File: config.mk
export PLATFORM = sky130hd
export DESIGN_NAME = vec_mem_ctrl_flat
export DESIGN_NICKNAME = d
export VERILOG_FILES = /design/src/rtl/vec_pkg.sv /design/src/rtl/vec_mem_ctrl_if.sv /design/src/rtl/vec_addr_gen.sv /design/src/rtl/vec_mem_ctrl.sv /design/src/flat_wrapper.sv
export SDC_FILE = /design/constraint.sdc
export NUM_CORES = 1
export LEC_CHECK = 0
export BUFFER_PORTS_ARGS = -buffer_cell sky130_fd_sc_hd__clkbuf_2
export CAP_MARGIN = 25
export CORE_ASPECT_RATIO = 1.2
export CORE_UTILIZATION = 52
export DETAILED_ROUTE_END_ITERATION = 6
export GPL_ROUTABILITY_DRIVEN = 0
export PLACE_DENSITY = 0.83
export SKIP_CTS_REPAIR_TIMING = 1
export SLEW_MARGIN = 20
export SYNTH_ARGS = -nofsm -noshare
export SYNTH_HDL_FRONTEND = slang
export SYNTH_HIERARCHICAL = 1
export SYNTH_SLANG_ARGS = --single-unit
File: constraint.sdc
create_clock -name clk -period 6.8 [get_ports clk]
set_clock_uncertainty 0.2 [all_clocks]
set_input_delay 1.02 -clock clk [delete_from_list [all_inputs] [get_ports clk]]
set_output_delay 1.02 -clock clk [all_outputs]
set_load 0.01 [all_outputs]
File: src/rtl/vec_pkg.sv
// Shared constants, FSM encoding and latched-operand payload for the vector memory controller.
// Opcode constants are shared with the instruction decoder.
package vec_pkg;

    localparam int unsigned VLEN = 8;
    localparam int unsigned DW   = 16;
    localparam int unsigned AW   = 8;
    localparam int unsigned IW   = $clog2(VLEN);
    localparam int unsigned RW   = 3;

    localparam logic OP_LOAD  = 1'b0;
    localparam logic OP_STORE = 1'b1;

    typedef enum logic [1:0] {
        ST_IDLE   = 2'd0,
        ST_ACCESS = 2'd1,
        ST_FIN    = 2'd2
    } state_t;

    // Operands captured on an accepted start; base lives in the address generator.
    typedef struct packed {
        logic            rw;
        logic            stride_enable;
        logic            mask_enable;
        logic [RW-1:0]   vx_select;
        logic [AW-1:0]   stride;
        logic [VLEN-1:0] mask;
    } op_t;

    function automatic logic elem_enabled(input logic            mask_enable,
                                          input logic [VLEN-1:0] mask,
                                          input logic [IW-1:0]   idx);
        return !mask_enable || mask[idx];
    endfunction

endpackage

File: src/rtl/vec_mem_ctrl_if.sv
// Decoder command, vector register file port and data memory port of the vector memory controller.
// master = controller side, slave = decoder/VRF/memory side.
interface vec_mem_ctrl_if;
    import vec_pkg::*;

    logic            start;
    logic            rw;
    logic            stride_enable;
    logic            mask_enable;
    logic [RW-1:0]   vx_select;
    logic [AW-1:0]   base;
    logic [AW-1:0]   stride;
    logic [VLEN-1:0] mask;

    logic [RW-1:0]   vrf_sel;
    logic [IW-1:0]   vrf_idx;
    logic            vrf_we;
    logic [DW-1:0]   vrf_wdata;
    logic [DW-1:0]   vrf_rdata;

    logic            mem_req;
    logic            mem_we;
    logic [AW-1:0]   mem_addr;
    logic [DW-1:0]   mem_wdata;
    logic [DW-1:0]   mem_rdata;
    logic            mem_ack;

    logic            done;
    logic            busy;

    modport master (
        input  start, rw, stride_enable, mask_enable, vx_select, base, stride, mask,
        input  vrf_rdata, mem_rdata, mem_ack,
        output vrf_sel, vrf_idx, vrf_we, vrf_wdata,
        output mem_req, mem_we, mem_addr, mem_wdata,
        output done, busy
    );

    modport slave (
        output start, rw, stride_enable, mask_enable, vx_select, base, stride, mask,
        output vrf_rdata, mem_rdata, mem_ack,
        input  vrf_sel, vrf_idx, vrf_we, vrf_wdata,
        input  mem_req, mem_we, mem_addr, mem_wdata,
        input  done, busy
    );

endinterface

File: src/rtl/vec_addr_gen.sv
// Element address register: loads the base, advances by step per completed element,
// wrapping modulo 2^AW.
module vec_addr_gen
    import vec_pkg::*;
(
    input  logic          clk,
    input  logic          reset,
    input  logic          load,
    input  logic [AW-1:0] load_addr,
    input  logic          advance,
    input  logic [AW-1:0] step,
    output logic [AW-1:0] addr
);

    always_ff @(posedge clk or negedge reset) begin
        if (!reset) begin
            addr <= '0;
        end else if (load) begin
            addr <= load_addr;
        end else if (advance) begin
            addr <= addr + step;
        end
    end

endmodule

File: src/rtl/vec_mem_ctrl.sv
// Vector load/store sequencer: walks VLEN elements of one vector register, issuing one
// data memory access per enabled element, with unit/strided addressing and element masking.
module vec_mem_ctrl
    import vec_pkg::*;
(
    input  logic           clk,
    input  logic           reset,
    vec_mem_ctrl_if.master bus
);

    state_t        state, state_nx;
    op_t           op_q, op_nx;
    logic [IW-1:0] idx, idx_nx;
    logic          mem_req_q, mem_req_nx;
    logic          mem_we_q, mem_we_nx;
    logic          done_q, done_nx;
    logic          busy_q, busy_nx;
    logic          accept;
    logic          cur_en;
    logic          elem_done;
    logic [AW-1:0] addr;
    logic [AW-1:0] step;

    assign accept    = (state == ST_IDLE) && bus.start;
    assign cur_en    = elem_enabled(op_q.mask_enable, op_q.mask, idx);
    // A masked-off element retires in one cycle without touching memory.
    assign elem_done = (state == ST_ACCESS) && (!cur_en || bus.mem_ack);
    assign step      = op_q.stride_enable ? op_q.stride : AW'(1);

    vec_addr_gen u_addr_gen (
        .clk       (clk),
        .reset     (reset),
        .load      (accept),
        .load_addr (bus.base),
        .advance   (elem_done),
        .step      (step),
        .addr      (addr)
    );

    // Next-state, operand capture and next values of the registered outputs.
    always_comb begin
        state_nx = state;
        op_nx    = op_q;
        idx_nx   = idx;

        case (state)
            ST_IDLE: begin
                if (accept) begin
                    op_nx = '{rw:            bus.rw,
                              stride_enable: bus.stride_enable,
                              mask_enable:   bus.mask_enable,
                              vx_select:     bus.vx_select,
                              stride:        bus.stride,
                              mask:          bus.mask};
                    idx_nx   = '0;
                    state_nx = ST_ACCESS;
                end
            end
            ST_ACCESS: begin
                if (elem_done) begin
                    idx_nx = idx + IW'(1);
                    if (idx == IW'(VLEN - 1)) begin
                        state_nx = ST_FIN;
                    end
                end
            end
            ST_FIN: begin
                state_nx = ST_IDLE;
            end
            default: begin
                state_nx = ST_IDLE;
            end
        endcase

        mem_req_nx = (state_nx == ST_ACCESS) &&
                     elem_enabled(op_nx.mask_enable, op_nx.mask, idx_nx);
        mem_we_nx  = mem_req_nx && (op_nx.rw == OP_STORE);
        done_nx    = (state_nx == ST_FIN);
        busy_nx    = (state_nx != ST_IDLE);
    end

    always_ff @(posedge clk or negedge reset) begin
        if (!reset) begin
            state     <= ST_IDLE;
            op_q      <= '0;
            idx       <= '0;
            mem_req_q <= 1'b0;
            mem_we_q  <= 1'b0;
            done_q    <= 1'b0;
            busy_q    <= 1'b0;
        end else begin
            state     <= state_nx;
            op_q      <= op_nx;
            idx       <= idx_nx;
            mem_req_q <= mem_req_nx;
            mem_we_q  <= mem_we_nx;
            done_q    <= done_nx;
            busy_q    <= busy_nx;
        end
    end

    // Data paths pass straight through in the acknowledge / request cycle and read 0 otherwise.
    assign bus.mem_req   = mem_req_q;
    assign bus.mem_we    = mem_we_q;
    assign bus.mem_addr  = addr;
    assign bus.mem_wdata = mem_we_q ? bus.vrf_rdata : '0;
    assign bus.vrf_sel   = op_q.vx_select;
    assign bus.vrf_idx   = idx;
    assign bus.vrf_we    = mem_req_q && !mem_we_q && bus.mem_ack;
    assign bus.vrf_wdata = bus.vrf_we ? bus.mem_rdata : '0;
    assign bus.done      = done_q;
    assign bus.busy      = busy_q;

endmodule

File: src/flat_wrapper.sv
// flat-port wrapper written by rule: the top's interface ports become plain ports
module vec_mem_ctrl_flat import vec_pkg::*;
  (clk, reset, bus_start, bus_rw, bus_stride_enable, bus_mask_enable, bus_vx_select, bus_base, bus_stride, bus_mask, bus_vrf_rdata, bus_mem_rdata, bus_mem_ack, bus_vrf_sel, bus_vrf_idx, bus_vrf_we, bus_vrf_wdata, bus_mem_req, bus_mem_we, bus_mem_addr, bus_mem_wdata, bus_done, bus_busy);
  vec_mem_ctrl_if bus_i ();
  input  logic clk;
  input  logic reset;
  input wire logic [$bits(bus_i.start)-1:0] bus_start;
  input wire logic [$bits(bus_i.rw)-1:0] bus_rw;
  input wire logic [$bits(bus_i.stride_enable)-1:0] bus_stride_enable;
  input wire logic [$bits(bus_i.mask_enable)-1:0] bus_mask_enable;
  input wire logic [$bits(bus_i.vx_select)-1:0] bus_vx_select;
  input wire logic [$bits(bus_i.base)-1:0] bus_base;
  input wire logic [$bits(bus_i.stride)-1:0] bus_stride;
  input wire logic [$bits(bus_i.mask)-1:0] bus_mask;
  input wire logic [$bits(bus_i.vrf_rdata)-1:0] bus_vrf_rdata;
  input wire logic [$bits(bus_i.mem_rdata)-1:0] bus_mem_rdata;
  input wire logic [$bits(bus_i.mem_ack)-1:0] bus_mem_ack;
  output wire logic [$bits(bus_i.vrf_sel)-1:0] bus_vrf_sel;
  output wire logic [$bits(bus_i.vrf_idx)-1:0] bus_vrf_idx;
  output wire logic [$bits(bus_i.vrf_we)-1:0] bus_vrf_we;
  output wire logic [$bits(bus_i.vrf_wdata)-1:0] bus_vrf_wdata;
  output wire logic [$bits(bus_i.mem_req)-1:0] bus_mem_req;
  output wire logic [$bits(bus_i.mem_we)-1:0] bus_mem_we;
  output wire logic [$bits(bus_i.mem_addr)-1:0] bus_mem_addr;
  output wire logic [$bits(bus_i.mem_wdata)-1:0] bus_mem_wdata;
  output wire logic [$bits(bus_i.done)-1:0] bus_done;
  output wire logic [$bits(bus_i.busy)-1:0] bus_busy;
  assign bus_i.start = bus_start;
  assign bus_i.rw = bus_rw;
  assign bus_i.stride_enable = bus_stride_enable;
  assign bus_i.mask_enable = bus_mask_enable;
  assign bus_i.vx_select = bus_vx_select;
  assign bus_i.base = bus_base;
  assign bus_i.stride = bus_stride;
  assign bus_i.mask = bus_mask;
  assign bus_i.vrf_rdata = bus_vrf_rdata;
  assign bus_i.mem_rdata = bus_mem_rdata;
  assign bus_i.mem_ack = bus_mem_ack;
  assign bus_vrf_sel = bus_i.vrf_sel;
  assign bus_vrf_idx = bus_i.vrf_idx;
  assign bus_vrf_we = bus_i.vrf_we;
  assign bus_vrf_wdata = bus_i.vrf_wdata;
  assign bus_mem_req = bus_i.mem_req;
  assign bus_mem_we = bus_i.mem_we;
  assign bus_mem_addr = bus_i.mem_addr;
  assign bus_mem_wdata = bus_i.mem_wdata;
  assign bus_done = bus_i.done;
  assign bus_busy = bus_i.busy;
  vec_mem_ctrl u_core (.clk(clk), .reset(reset), .bus(bus_i));
endmodule
Word-level counts from Yosys, hierarchy flattened:

Cells that the tools add are included.

* add/sub/neg operators: 2
* $lt $le $gt $ge: 2
* eq/ne operators: 4
* muxes and demuxes: 18
* reductions and logical operators: 17

Operators with widths (count)
* two-way mux 22 bit: 2
* two-way mux 16 bit: 2
* two-way mux 8 bit: 3
* adder 8 bit: 1
* < comparator 3 x 4 -> 1 bit, second input constant: 2
* binary-select mux 1 bit (select 3 bit): 2
* logical AND 1 bit: 6
* two-way mux 2 bit: 3
* two-way mux 3 bit: 2
* one-hot mux 3 bit (2 select lines): 1
* == test 2 x 1 -> 1 bit, second input constant: 2
* zero test 1 bit: 4
* one-hot mux 2 bit (2 select lines): 1
* nonzero test 2 bit: 2
* adder 3 x 1 -> 3 bit, second input constant: 1
* == test 3 bit, second input constant: 1
* logical OR 1 bit: 3
* == test 2 bit, second input constant: 1
* zero test 2 bit: 1
* two-way mux 1 bit: 2
* AND reduction 2 bit: 1

* register bits: 39
* logic and storage cells: 56

Logic depth before layout (Yosys ltp):

* depth in word-level cells: 13
* gate-level depth with buffers: 11

Cells and area by module:

The synthesis kept the hierarchy.

By module, submodules not included
* vec_mem_ctrl: times used 1, cells an instance 192, area each 1948.1 µm²
* vec_addr_gen: times used 1, cells an instance 83, area each 730.7 µm²

Least setup slack after synthesis:

Ideal clock, no wire load.

* path kind: in2reg
* start: in bus_start
* end: reg u_core.mem_we_q (netlist: u_core/bus.mem_we)
* data arrival time: 2794 ps
* setup slack: 3674 ps
* stages on the path: 9
* cell sequence: or3b_2 buf_2 inv_2 mux2_2 a31oi_1 o21ai_0 and3_1 o31ai_1 nor3b_2

RTL lines
* start, declared: line flat_wrapper.sv:7 `input wire logic [$bits(bus_i.start)-1:0] bus_start;`
* end signal, assigned: line vec_mem_ctrl.sv:96 `mem_we_q <= mem_we_nx;`
* end, declared: line vec_mem_ctrl.sv:15 `logic mem_we_q, mem_we_nx;`

Worst setup path after layout:

* start: reg u_core.idx[0] (netlist: u_core/bus.vrf_idx[0])
* end: reg u_core.u_addr_gen.addr[7]

* longest elaborated chain between the ends: 7

Ends and longest elaborated chain
* start, declared: line vec_mem_ctrl.sv:13 `logic [IW-1:0] idx, idx_nx;`
* start signal, assigned: line vec_mem_ctrl.sv:94 `idx <= idx_nx;`
* binary-select mux 1 bit (select 3 bit): line vec_pkg.sv:33 `return !mask_enable || mask[idx];`
* two-way mux 1 bit (implied by the code): line vec_pkg.sv:33
* logical OR 1 bit: line vec_pkg.sv:33
* zero test 1 bit: line vec_mem_ctrl.sv:27 `assign elem_done = (state == ST_ACCESS) && (!cur_en || bus.mem_ack);`
* logical OR 1 bit: line vec_mem_ctrl.sv:27
* logical AND 1 bit: line vec_mem_ctrl.sv:27
* via u_core.elem_done: line vec_mem_ctrl.sv:20 `logic elem_done;`
* nonzero test 2 bit (no line)
* end signal, assigned: line vec_addr_gen.sv:19 `addr <= load_addr;`
* end signal, assigned: line vec_addr_gen.sv:21 `addr <= addr + step;`
* end, declared: line vec_addr_gen.sv:12 `output logic [AW-1:0] addr`

The timed path passes the listed nets, and every way through them passes these cells. The select of a mux whose other input is x is not followed.
A chain may end at the register's enable or synchronous reset.

==> results.md <==
* Status: finished, final reports clean
* Tmin final at 3.650 ns
* Synth top area share at between 30% and 40%
* DR vias at roughly 2400
* Num CTS Buffers at 5
* Max Clk Rate at 274.0 MHz
* IO Count at approximately 120
* Fraction of the mapped netlist area in adder cells at around 5%
* Number of global-route vias before repair at 2383
* Clock Tree Buf Depth at 2
* Compound-Gate Fraction of Synth Area at 17.47%
* Routed wire per std cell at 15.48 um
* Post-Syn Nets at about 350
* Core Area at 4940 um^2
* CTS tree: done
* Grt ovf at 0
* Drt total wl at 6856 um
* WS Path Type: flip-flop to flip-flop
* H-tree depth at 2
* Post-synth top area cell: dfrtp_1
* DRC viols at 0
* Via density at 5.503
* CP arrival at 3.66 ns
* Worst hold slack at 0.3048 ns
* Die ar. at 5444 um^2
* Syn avg cell area at around 9.7 um^2
* Main combinational cell family by area after synthesis: simple AND/OR/NAND/NOR gates
* Die Width at 67.52 um
* Row count at 28
* Relative slew slack at 40.79%
* Layout area overhead at 23.54%
* Worst-Skew Late Latency at 0.30 ns
* Initial Utilization at 54.23%
* Seq cells post-synth at 39
* Mux contribution to synthesized area at 12.52%
* Xor/xnor share of the synthesized area at 0%
* Area contributors post-synth: dfrtp_1, mux2_2, and2_1
* Cells after synthesis at 275
* Most common library cells after synthesis: and2_1, dfrtp_1, mux2_2
* Max Cap Viol at 0
* Die height at 80.63 um
* Post-synth EDFFs at 0
* Clock-pin slew on the worst setup and hold paths at 0.08 ns
* Post-synthesis async set-or-reset flop share at between 90% and 100%
* Share of cells above drive strength 1 at 41.78%
* Mapped Area at 2679 um^2
* CTS root buf: clkbuf_8
* Startpoint Class: flip-flop
* Initial antenna violation count at 0
* Post-synth top flop: dfrtp_1
* N_diodes at 0
* Pwr dens at 482.8 nW/um^2
* Post-Synth Simple-Gate Area at between 20% and 30%
* DRT iter0 DRCs at 206
* Cell with the most instances after synthesis: and2_1
* Maximum vdd drop at 0.2734 mV
* DRT Pass-1 Iters at 4
* Final hold vios at 0
* Setup Viol. Count Final at 0
* Port-buffer cells at about 120
* Final core occ at 67.00%
* Slew at the pin closest to its max-slew limit at 0.8881 ns
* Setup TNS at 0 ns
* Netlist cell types at 61
* RSZ-0062 raised after global routing: false
* HPWL after DPL at ~5300 um
* Tcrit/Tclk final at 53.68%
* Total Nets Final at between 400 and 500
* Post-route ant nets at 0
* Largest net degree at the start of global routing at 43
* Post-synthesis sequential area ratio at a little over a third
* CTS Sinks at 39
* Worst Path Required at between 6 and 7 ns
* Leak pwr at 1.685 nW
* Critical path peak fanout at 20
* Total Routing Usage GR at 27.53%
* First-pass GRT wire length at ~11000 um
* Yosys warnings at 6
* Worst hold path type: flip-flop to flip-flop
* Max Slew Vio Count at 0
* Worst Setup End Kind: flip-flop
-- critical path: stages (launching register included) --
cell      delay [ns]
dfrtp_1         0.80
mux2_2          0.44
a221oi_4        0.44
a21oi_1         0.19
nor2_1          0.59
nand2_1         0.10
or4_4           0.44
and4_4          0.19
o31ai_2         0.16
-- cell usage in the layout, fill, tap and decap left out, types with 5 or more instances in the layout --
cell type | netlist | layout
nor2b_1 | 6 | 6
ha_1 | 9 | 9
a21oi_1 | 8 | 8
dfrtp_1 | 39 | 39
inv_1 | 12 | 12
nand2_1 | 15 | 15
o21ai_0 | 9 | 9
nand3_1 | 5 | 5
nor2_1 | 15 | 15
clkbuf_8 | 0 | 5
and2_1 | 40 | 40
clkbuf_2 | 0 | 115
mux2i_1 | 5 | 5
a211oi_1 | 7 | 7
mux2_2 | 23 | 23
-- logic make-up (layout without fill, tap and decap cells) --
family                     after synthesis  in the layout
AOI/OAI and AO/OA                       60             60
adders and majority gates               10             10
buffers and inverters                   29            137
DFF                                     39             39
muxes                                   30             30
and+or+nand+nor                        107            107
-- layer usage --
metal  global-route usage, %  vias to the layer above  routed length [um]
met2                   44.55                       86                3360
met4                   13.40                        0                 235
met5                       0                        -                   0
met3                   5.824                       23                 342
met1                   33.90                     1135                2917
li1                        -                     1194                   -
-- per-stage QoR --
| stage | instances | cell area [um^2] | total power [mW] | setup WS, ns |
|---|---|---|---|---|
| detailed placement | 435 | 3228 | 1.439 | 2.944 |
| finish | 443 | 3309 | 1.598 | 3.150 |
| global placement | 435 | 3228 | 1.399 | 3.036 |
| CTS | 443 | 3309 | 1.595 | 3.186 |
| global route | 443 | 3309 | 1.739 | 2.820 |
| floorplan | 275 | 2679 | 1.206 | 3.674 |
-- sequential cells by signal, summed over array words and instances, names as in the netlist --
name                    cells
u_core/bus.busy             1
u_core/bus.done             1
u_core/op_q                19
u_core/bus.vrf_sel          3
u_core/u_addr_gen/addr      8
u_core/bus.mem_we           1
u_core/bus.mem_req          1
u_core/bus.vrf_idx          3
u_core/state                2
-- power by group --
part	total [mW]	switching [mW]	internal, mW
Sequential	0.462	0.113	0.349
Clock	0.156	0.0844	0.0721
Combinational	0.979	0.522	0.458
-- final timing paths --
path / startpoint / to / slack (ns) / cells past startpoint
worst max-delay path: u_core/bus.vrf_idx[0]$_DFF_PN0_ / u_core/u_addr_gen/addr[7]$_DFFE_PN0P_ / 3.15 / 8
worst min-delay path: u_core/op_q[8]$_DFFE_PN0P_ / u_core/op_q[8]$_DFFE_PN0P_ / 0.30 / 1
worst max register to register: u_core/bus.vrf_idx[0]$_DFF_PN0_ / u_core/u_addr_gen/addr[7]$_DFFE_PN0P_ / 3.15 / 8
worst min register to register: u_core/op_q[8]$_DFFE_PN0P_ / u_core/op_q[8]$_DFFE_PN0P_ / 0.30 / 1
max in group asynchronous: reset / u_core/op_q[0]$_DFF_PN0_ / 5.20 / 1
min in group asynchronous: reset / u_core/u_addr_gen/addr[1]$_DFFE_PN0P_ / 0.64 / 1
-- final cells by class --
class                           instances  area [um^2]
Clock inverter                          1        5.005
Sequential cell                        39        975.9
Timing Repair Buffer                  116        580.6
Fill cell                             420         1630
Tap cell                               60        75.07
Multi-Input combinational cell        207         1548
Inverter                               13        48.80
Clock buffer                            7        76.32
Power figures use the tool's default switching activity.
